### src/rtl/alu_pkg.sv
// rtl/alu_pkg.sv - opcodes and FSM state encoding for the multicycle ALU
package alu_pkg;

   localparam logic [2:0] OP_ADD = 3'd0;
   localparam logic [2:0] OP_SUB = 3'd1;
   localparam logic [2:0] OP_AND = 3'd2;
   localparam logic [2:0] OP_OR  = 3'd3;
   localparam logic [2:0] OP_SLL = 3'd4;
   localparam logic [2:0] OP_SRL = 3'd5;
   localparam logic [2:0] OP_SLT = 3'd6;
   localparam logic [2:0] OP_MUL = 3'd7;

   typedef enum logic [1:0] {
      ST_IDLE = 2'd0,
      ST_MUL  = 2'd1,
      ST_DONE = 2'd2
   } state_t;

endpackage

### src/rtl/alu_mul_iter.sv
// rtl/alu_mul_iter.sv - shift-add multiplier, one multiplier bit per cycle
module alu_mul_iter #(
   parameter int WIDTH = 32
) (
   input  logic             clk,
   input  logic             rst_n,
   input  logic             start,
   input  logic [WIDTH-1:0] a,
   input  logic [WIDTH-1:0] b,
   output logic             done,
   output logic [WIDTH-1:0] product
);
   localparam int CW = $clog2(WIDTH);

   logic [WIDTH-1:0] mcand_q, mcand_d;
   logic [WIDTH-1:0] mplier_q, mplier_d;
   logic [WIDTH-1:0] acc_q, acc_d;
   logic [CW-1:0]    cnt_q, cnt_d;
   logic             busy_q, busy_d;
   logic [WIDTH-1:0] acc_step;

   always_comb begin
      acc_step = acc_q + (mplier_q[0] ? mcand_q : '0);
      mcand_d  = mcand_q;
      mplier_d = mplier_q;
      acc_d    = acc_q;
      cnt_d    = cnt_q;
      busy_d   = busy_q;
      if (start) begin
         mcand_d  = a;
         mplier_d = b;
         acc_d    = '0;
         cnt_d    = CW'(WIDTH - 1);
         busy_d   = 1'b1;
      end else if (busy_q) begin
         acc_d    = acc_step;
         mcand_d  = mcand_q << 1;
         mplier_d = mplier_q >> 1;
         cnt_d    = cnt_q - CW'(1);
         if (cnt_q == '0) busy_d = 1'b0;
      end
   end

   // done fires on the final step so the caller can capture acc_step on the same edge
   assign done    = busy_q && (cnt_q == '0);
   assign product = acc_step;

   always_ff @(posedge clk or negedge rst_n) begin
      if (!rst_n) begin
         mcand_q  <= '0;
         mplier_q <= '0;
         acc_q    <= '0;
         cnt_q    <= '0;
         busy_q   <= 1'b0;
      end else begin
         mcand_q  <= mcand_d;
         mplier_q <= mplier_d;
         acc_q    <= acc_d;
         cnt_q    <= cnt_d;
         busy_q   <= busy_d;
      end
   end

endmodule

### src/rtl/alu_multicycle.sv
// rtl/alu_multicycle.sv - registered ALU with valid/ready handshake and iterative MUL
module alu_multicycle
   import alu_pkg::*;
#(
   parameter int WIDTH      = 32,
   parameter bit MUL_ENABLE = 1'b1
) (
   input  logic             clk,
   input  logic             rst_n,
   input  logic             in_valid,
   output logic             in_ready,
   input  logic [WIDTH-1:0] a,
   input  logic [WIDTH-1:0] b,
   input  logic [2:0]       select,
   output logic             out_valid,
   input  logic             out_ready,
   output logic [WIDTH-1:0] out,
   output logic             zeroflag,
   output logic             carry,
   output logic             overflow
);
   localparam int SHW = $clog2(WIDTH);

   state_t           state_q, state_d;
   logic             accept, is_mul, start_mul, mul_done;
   logic [WIDTH-1:0] mul_product;
   logic [WIDTH-1:0] alu_res;
   logic             alu_c, alu_v;
   logic [WIDTH:0]   sum, diff;
   logic [WIDTH-1:0] out_q, out_d;
   logic             zero_q, zero_d, carry_q, carry_d, ovf_q, ovf_d;

   assign accept    = in_valid && in_ready;
   assign is_mul    = MUL_ENABLE && (select == OP_MUL);
   assign start_mul = accept && is_mul;

   generate
      if (MUL_ENABLE) begin : g_mul
         alu_mul_iter #(.WIDTH(WIDTH)) u_mul (
            .clk     (clk),
            .rst_n   (rst_n),
            .start   (start_mul),
            .a       (a),
            .b       (b),
            .done    (mul_done),
            .product (mul_product)
         );
      end else begin : g_no_mul
         assign mul_done    = 1'b0;
         assign mul_product = '0;
      end
   endgenerate

   always_comb begin
      sum     = {1'b0, a} + {1'b0, b};
      diff    = {1'b0, a} - {1'b0, b};
      alu_res = '0;
      alu_c   = 1'b0;
      alu_v   = 1'b0;
      case (select)
         OP_ADD: begin
            alu_res = sum[WIDTH-1:0];
            alu_c   = sum[WIDTH];
            alu_v   = (a[WIDTH-1] == b[WIDTH-1]) && (sum[WIDTH-1] != a[WIDTH-1]);
         end
         OP_SUB: begin
            alu_res = diff[WIDTH-1:0];
            alu_c   = diff[WIDTH];
            alu_v   = (a[WIDTH-1] != b[WIDTH-1]) && (diff[WIDTH-1] != a[WIDTH-1]);
         end
         OP_AND:  alu_res = a & b;
         OP_OR:   alu_res = a | b;
         OP_SLL:  alu_res = a << b[SHW-1:0];
         OP_SRL:  alu_res = a >> b[SHW-1:0];
         OP_SLT:  alu_res = {{(WIDTH-1){1'b0}}, ($signed(a) < $signed(b))};
         default: alu_res = '0;
      endcase
   end

   always_ff @(posedge clk or negedge rst_n) begin
      if (!rst_n) state_q <= ST_IDLE;
      else        state_q <= state_d;
   end

   always_comb begin
      state_d = state_q;
      case (state_q)
         ST_IDLE: if (accept) state_d = is_mul ? ST_MUL : ST_DONE;
         ST_MUL:  if (mul_done) state_d = ST_DONE;
         ST_DONE: begin
            if (accept)         state_d = is_mul ? ST_MUL : ST_DONE;
            else if (out_ready) state_d = ST_IDLE;
         end
         default: state_d = ST_IDLE;
      endcase
   end

   always_comb begin
      in_ready  = (state_q == ST_IDLE) || ((state_q == ST_DONE) && out_ready);
      out_valid = (state_q == ST_DONE);
   end

   // result registers only move on a single-cycle accept or the final MUL step
   always_comb begin
      out_d   = out_q;
      zero_d  = zero_q;
      carry_d = carry_q;
      ovf_d   = ovf_q;
      if (accept && !is_mul) begin
         out_d   = alu_res;
         zero_d  = (alu_res == '0);
         carry_d = alu_c;
         ovf_d   = alu_v;
      end else if ((state_q == ST_MUL) && mul_done) begin
         out_d   = mul_product;
         zero_d  = (mul_product == '0);
         carry_d = 1'b0;
         ovf_d   = 1'b0;
      end
   end

   always_ff @(posedge clk or negedge rst_n) begin
      if (!rst_n) begin
         out_q   <= '0;
         zero_q  <= 1'b1;
         carry_q <= 1'b0;
         ovf_q   <= 1'b0;
      end else begin
         out_q   <= out_d;
         zero_q  <= zero_d;
         carry_q <= carry_d;
         ovf_q   <= ovf_d;
      end
   end

   assign out      = out_q;
   assign zeroflag = zero_q;
   assign carry    = carry_q;
   assign overflow = ovf_q;

endmodule

### config.mk
export PLATFORM = sky130hd
export DESIGN_NAME = alu_multicycle
export DESIGN_NICKNAME = d
export VERILOG_FILES = /design/src/rtl/alu_pkg.sv /design/src/rtl/alu_mul_iter.sv /design/src/rtl/alu_multicycle.sv
export SDC_FILE = /design/constraint.sdc
export NUM_CORES = 1
export LEC_CHECK = 0
export CAP_MARGIN = 20
export CORE_MARGIN = 3
export CORE_UTILIZATION = 45
export CTS_CLUSTER_SIZE = 20
export DETAILED_ROUTE_END_ITERATION = 12
export PLACE_DENSITY_LB_ADDON = 0.2
export SETUP_SLACK_MARGIN = 0.15
export SLEW_MARGIN = 25
export SYNTH_ARGS = -nofsm -noshare
export SYNTH_HDL_FRONTEND = slang
export SYNTH_SLANG_ARGS = --single-unit
### constraint.sdc
create_clock -name clk -period 4.35 [get_ports clk]
set_clock_uncertainty 0.2 [all_clocks]
set_input_delay 0.87 -clock clk [delete_from_list [all_inputs] [get_ports clk]]
set_output_delay 0.87 -clock clk [all_outputs]
set_load 0.02 [all_outputs]
==> summary.md <==
| Metric | Value |
|---|---|
| Crit Path Class | `in -> reg` |
| P per Cell Area | `369.6 nW/um^2` |
| GRT Total Usage | `a little under two fifths` |
| Synthesis warning total | `0` |
| Fmax | `between 0.2 and 0.25 GHz` |
| Mean Syn Cell Area | `between 7 and 8 sq um` |
| I/O pins | `around 110` |
| Crit share post-route | `97.89%` |
| DR vias/cell | `6.143` |
| Data required, critical path | `approximately 4.5 ns` |
| Cell taking the most area after synthesis | `dfrtp_1` |
| Die area | `39550 sq um` |
| Peak fanout along the critical path | `4` |
| H-tree levels | `4` |
| Synth Flop Type | `dfrtp_1` |
| Max-Cap Viols | `0` |
| Syn_nets | `roughly 2300` |
| Slew Viols, Final | `0` |
| Width of the chip | `~200 um` |
| Rel. slew slack | `42.15%` |
| Crit-path max cell delay | `approximately 0.49 ns` |
| Final setup vio count | `0` |
| Seq/Total Area, Yosys | `approximately a fifth` |
| Port-buffer cells | `107` |
| Nets | `between 2000 and 3000` |
| Most frequent cells in the layout | `591 x buf_4, 246 x nand2_1, 177 x nor2_1, 152 x o21ai_0, 139 x a21oi_1` |
| Vias post-DR | `a little under 20000` |
| Type of the worst min-delay path | `in -> async` |
| Post-route cell area | `24200 sq um` |
| Ys async rst share | `between 90% and 100%` |
| Vias in the first global route | `approximately 19000` |
| WHS | `0.2847 ns` |
| Unrepaired setup endpoints after global routing | `yes` |
| Number of diodes | `0` |
| Status | `finished clean` |
| Final WL | `slightly below 80 mm` |
| CP dominant cell by count | `buf_4` |
| CP Cell Sequence | `clkdlybuf4s50_1 > buf_6 > buf_6 > clkinvlp_4 > buf_4 > mux4_2 > buf_4 > mux2i_2 > nor2_1 > a211oi_2 > a2111oi_2 > buf_4 > and4b_1 > and4_1 > and4_1 > a32o_1 > a21o_1` |
| CP arrival | `4.45 ns` |
| Clk buf depth | `2` |
| DRT iter0 DRCs | `between 2000 and 2500` |
| Top cell type's share of synthesized area | `between 20% and 30%` |
| # rows | `70` |
| Mapped Cells | `~2100` |
| DP Cell Count | `3110` |
| Die Y | `approximately 200 um` |
| Clock slew at reported path FFs | `roughly 0.070 ns` |
| Tmin final | `approximately 4.3 ns` |
| Area after DPL | `between 20000 and 25000 sq um` |
| Share of cells above drive strength 1 | `approximately a third` |
| Total CTS buffers | `17` |
| RD Place Congestion | `approximately 1.1` |
| Antenna violations before repair | `4` |
| Non-Filler Instances | `between 3000 and 4000` |
| Critical path capture point type | `flop` |
| Yosys cell types | `between 80 and 90` |
| Synth top area cells | `dfrtp_1 21%, ha_1 11%, mux2i_1 7.6%` |
| CTS sink cnt | `roughly 140` |
| Worst R2R End | `zeroflag` |
| #FFs+latches synth | `139` |
| Grt ovf | `0` |
| Commonest non-fill, non-tap cell in the layout | `buf_4` |
| Clk_lat worst skew | `between 0.4 and 0.5 ns` |
| Mapped Area | `~17000 sq um` |
| Cell family with most CP delay | `buffers and inverters` |
| Pre-antenna DRT Iters | `6` |
| Post-route DRC | `0` |
| Initial Util | `between 40% and 50%` |
| CTS tree | `built` |
| Detailed placement HPWL | `62.17 mm` |
| Core Area | `between 30000 and 40000 sq um` |
| Final ANT Viol Nets | `0` |
| Largest net degree at the start of global routing | `82` |
| Leak | `11.52 nW` |
| Slowest cell on crit path | `mux4_2` |
| Worst vdd ir | `293.2 uV` |
| Post-synth EDFFs | `0` |
| First-pass GRT wire length | `around 110 mm` |
| Root Buffer | `clkbuf_16` |
| Reg2reg setup slack | `~0.20 ns` |
| Reg2Reg Depth | `16` |
| Hold Violations, Final | `0` |
| Routed len/inst | `between 20 and 25 um` |
| Buf/Inv on CP | `7` |
| CTS Hold Bufs | `0` |
| Total design power | `8.945 mW` |
| Area Overhead vs Synth | `44.58%` |
| Reg2reg start | `g_mul.u_mul.mcand_q[0]` |
| Worst-margin pin slew | `just under 0.9 ns` |
| CP Launch Type | `primary input` |
==> flip-flops by register name (all words and copies together) (netlist names) <==
register              cells
g_mul.u_mul.acc_q        32
g_mul.u_mul.mcand_q      32
g_mul.u_mul.mplier_q     32
out                      32
g_mul.u_mul.cnt_q         5
state_q                   2
carry                     1
g_mul.u_mul.busy_q        1
overflow                  1
zeroflag                  1
==> cell type report <==
cell class	count	area (sq um)
flip-flops and latches	139	3483
clock buffers	18	439.2
repair buffers	723	5929
fillers	3083	12410
clock inverters	14	151.4
well taps	468	585.6
multi-input cells	1707	13180
inverters	113	432.9
==> stage by stage <==
stage	util [%]	TNS, ns	setup WS [ns]
2_1_floorplan	-	0	0.1603
3_3_place_gp	60.89	-5.171	-0.9146
3_5_place_dp	60.89	-5.225	-0.8766
4_1_cts	63.33	0	0.1127
5_1_grt	66.11	-0.0003064	-0.0003064
6_report	66.11	0	0.09194
==> per-layer routing <==
metal  global-route usage, %  wire, um
met1                   50.51     32460
met5                       0        41
met2                   61.96     35790
met3                   6.673      6249
met4                   16.81      3977
==> how the worst max path moves through the flow <==
stage | startpoint | endpoint | slack [ns] | cells after the start
CTS | g_mul.u_mul.mcand_q[0] | zeroflag | 0.11 | 17
floorplan | b[2] | zeroflag | 0.16 | 18
global placement | a[0] | zeroflag | -0.91 | 17
detailed placement | a[20] | zeroflag | -0.88 | 16
global route | b[4] | zeroflag | -0.0003 | 16
finish | a[21] | zeroflag | 0.09 | 17
==> power by group <==
group	switching, mW	leakage [nW]	internal (mW)
registers	0.330	1.76	1.77
clock network	0.690	0.291	0.828
logic	2.96	9.47	2.36
==> cells by family (layout without fill, tap and decap cells) <==
logic type / count (synthesis) / after routing / synth area share (%)
compound gates: 629 / 629 / 24.25
xor+xnor: 64 / 64 / 3.349
fa+ha+maj: 150 / 150 / 11.35
buf+inv: 257 / 868 / 6.301
flops: 139 / 139 / 20.79
mux: 191 / 191 / 15.29
simple gates: 673 / 673 / 18.68
==> Yosys cell counts, types with 6 or more instances <==
library cell and count:
and4_1 6, inv_1 110, nand2_1 247, o21bai_1 8, o2111ai_1 10, nand4_1 22
ha_1 147, a21o_1 22, or3_1 6, a221oi_1 15, nor4_1 12, a31oi_1 14
buf_4 7, nand3_1 31, mux2i_1 127, a211oi_1 43, and3_1 13, nand2b_1 15
o21ai_0 168, xnor2_1 49, nor3b_1 7, o211ai_1 29, nor3_1 46, a2111oi_0 6
o221ai_1 16, a22oi_1 22, xor2_1 15, buf_1 10, and2_1 36, a21oi_1 159
mux4_2 41, mux2_2 16, dfrtp_1 138, buf_2 19, o31ai_1 19, mux4_1 7
clkbuf_1 105, nor2_1 185, o21a_1 11, nor2b_1 17, o22ai_1 18, a221o_1 11
==> repair_timing <==
item | in CTS | in global routing
cloned | 0 | 0
buffers inserted | 7 | 33
hold endpoints to repair | 0 | 0
endpoints found under the setup margin | 7 | 14
gates resized for setup | 58 | 189
pin swaps | 18 | 66
Note: power is estimated with default switching activity, not from simulation.
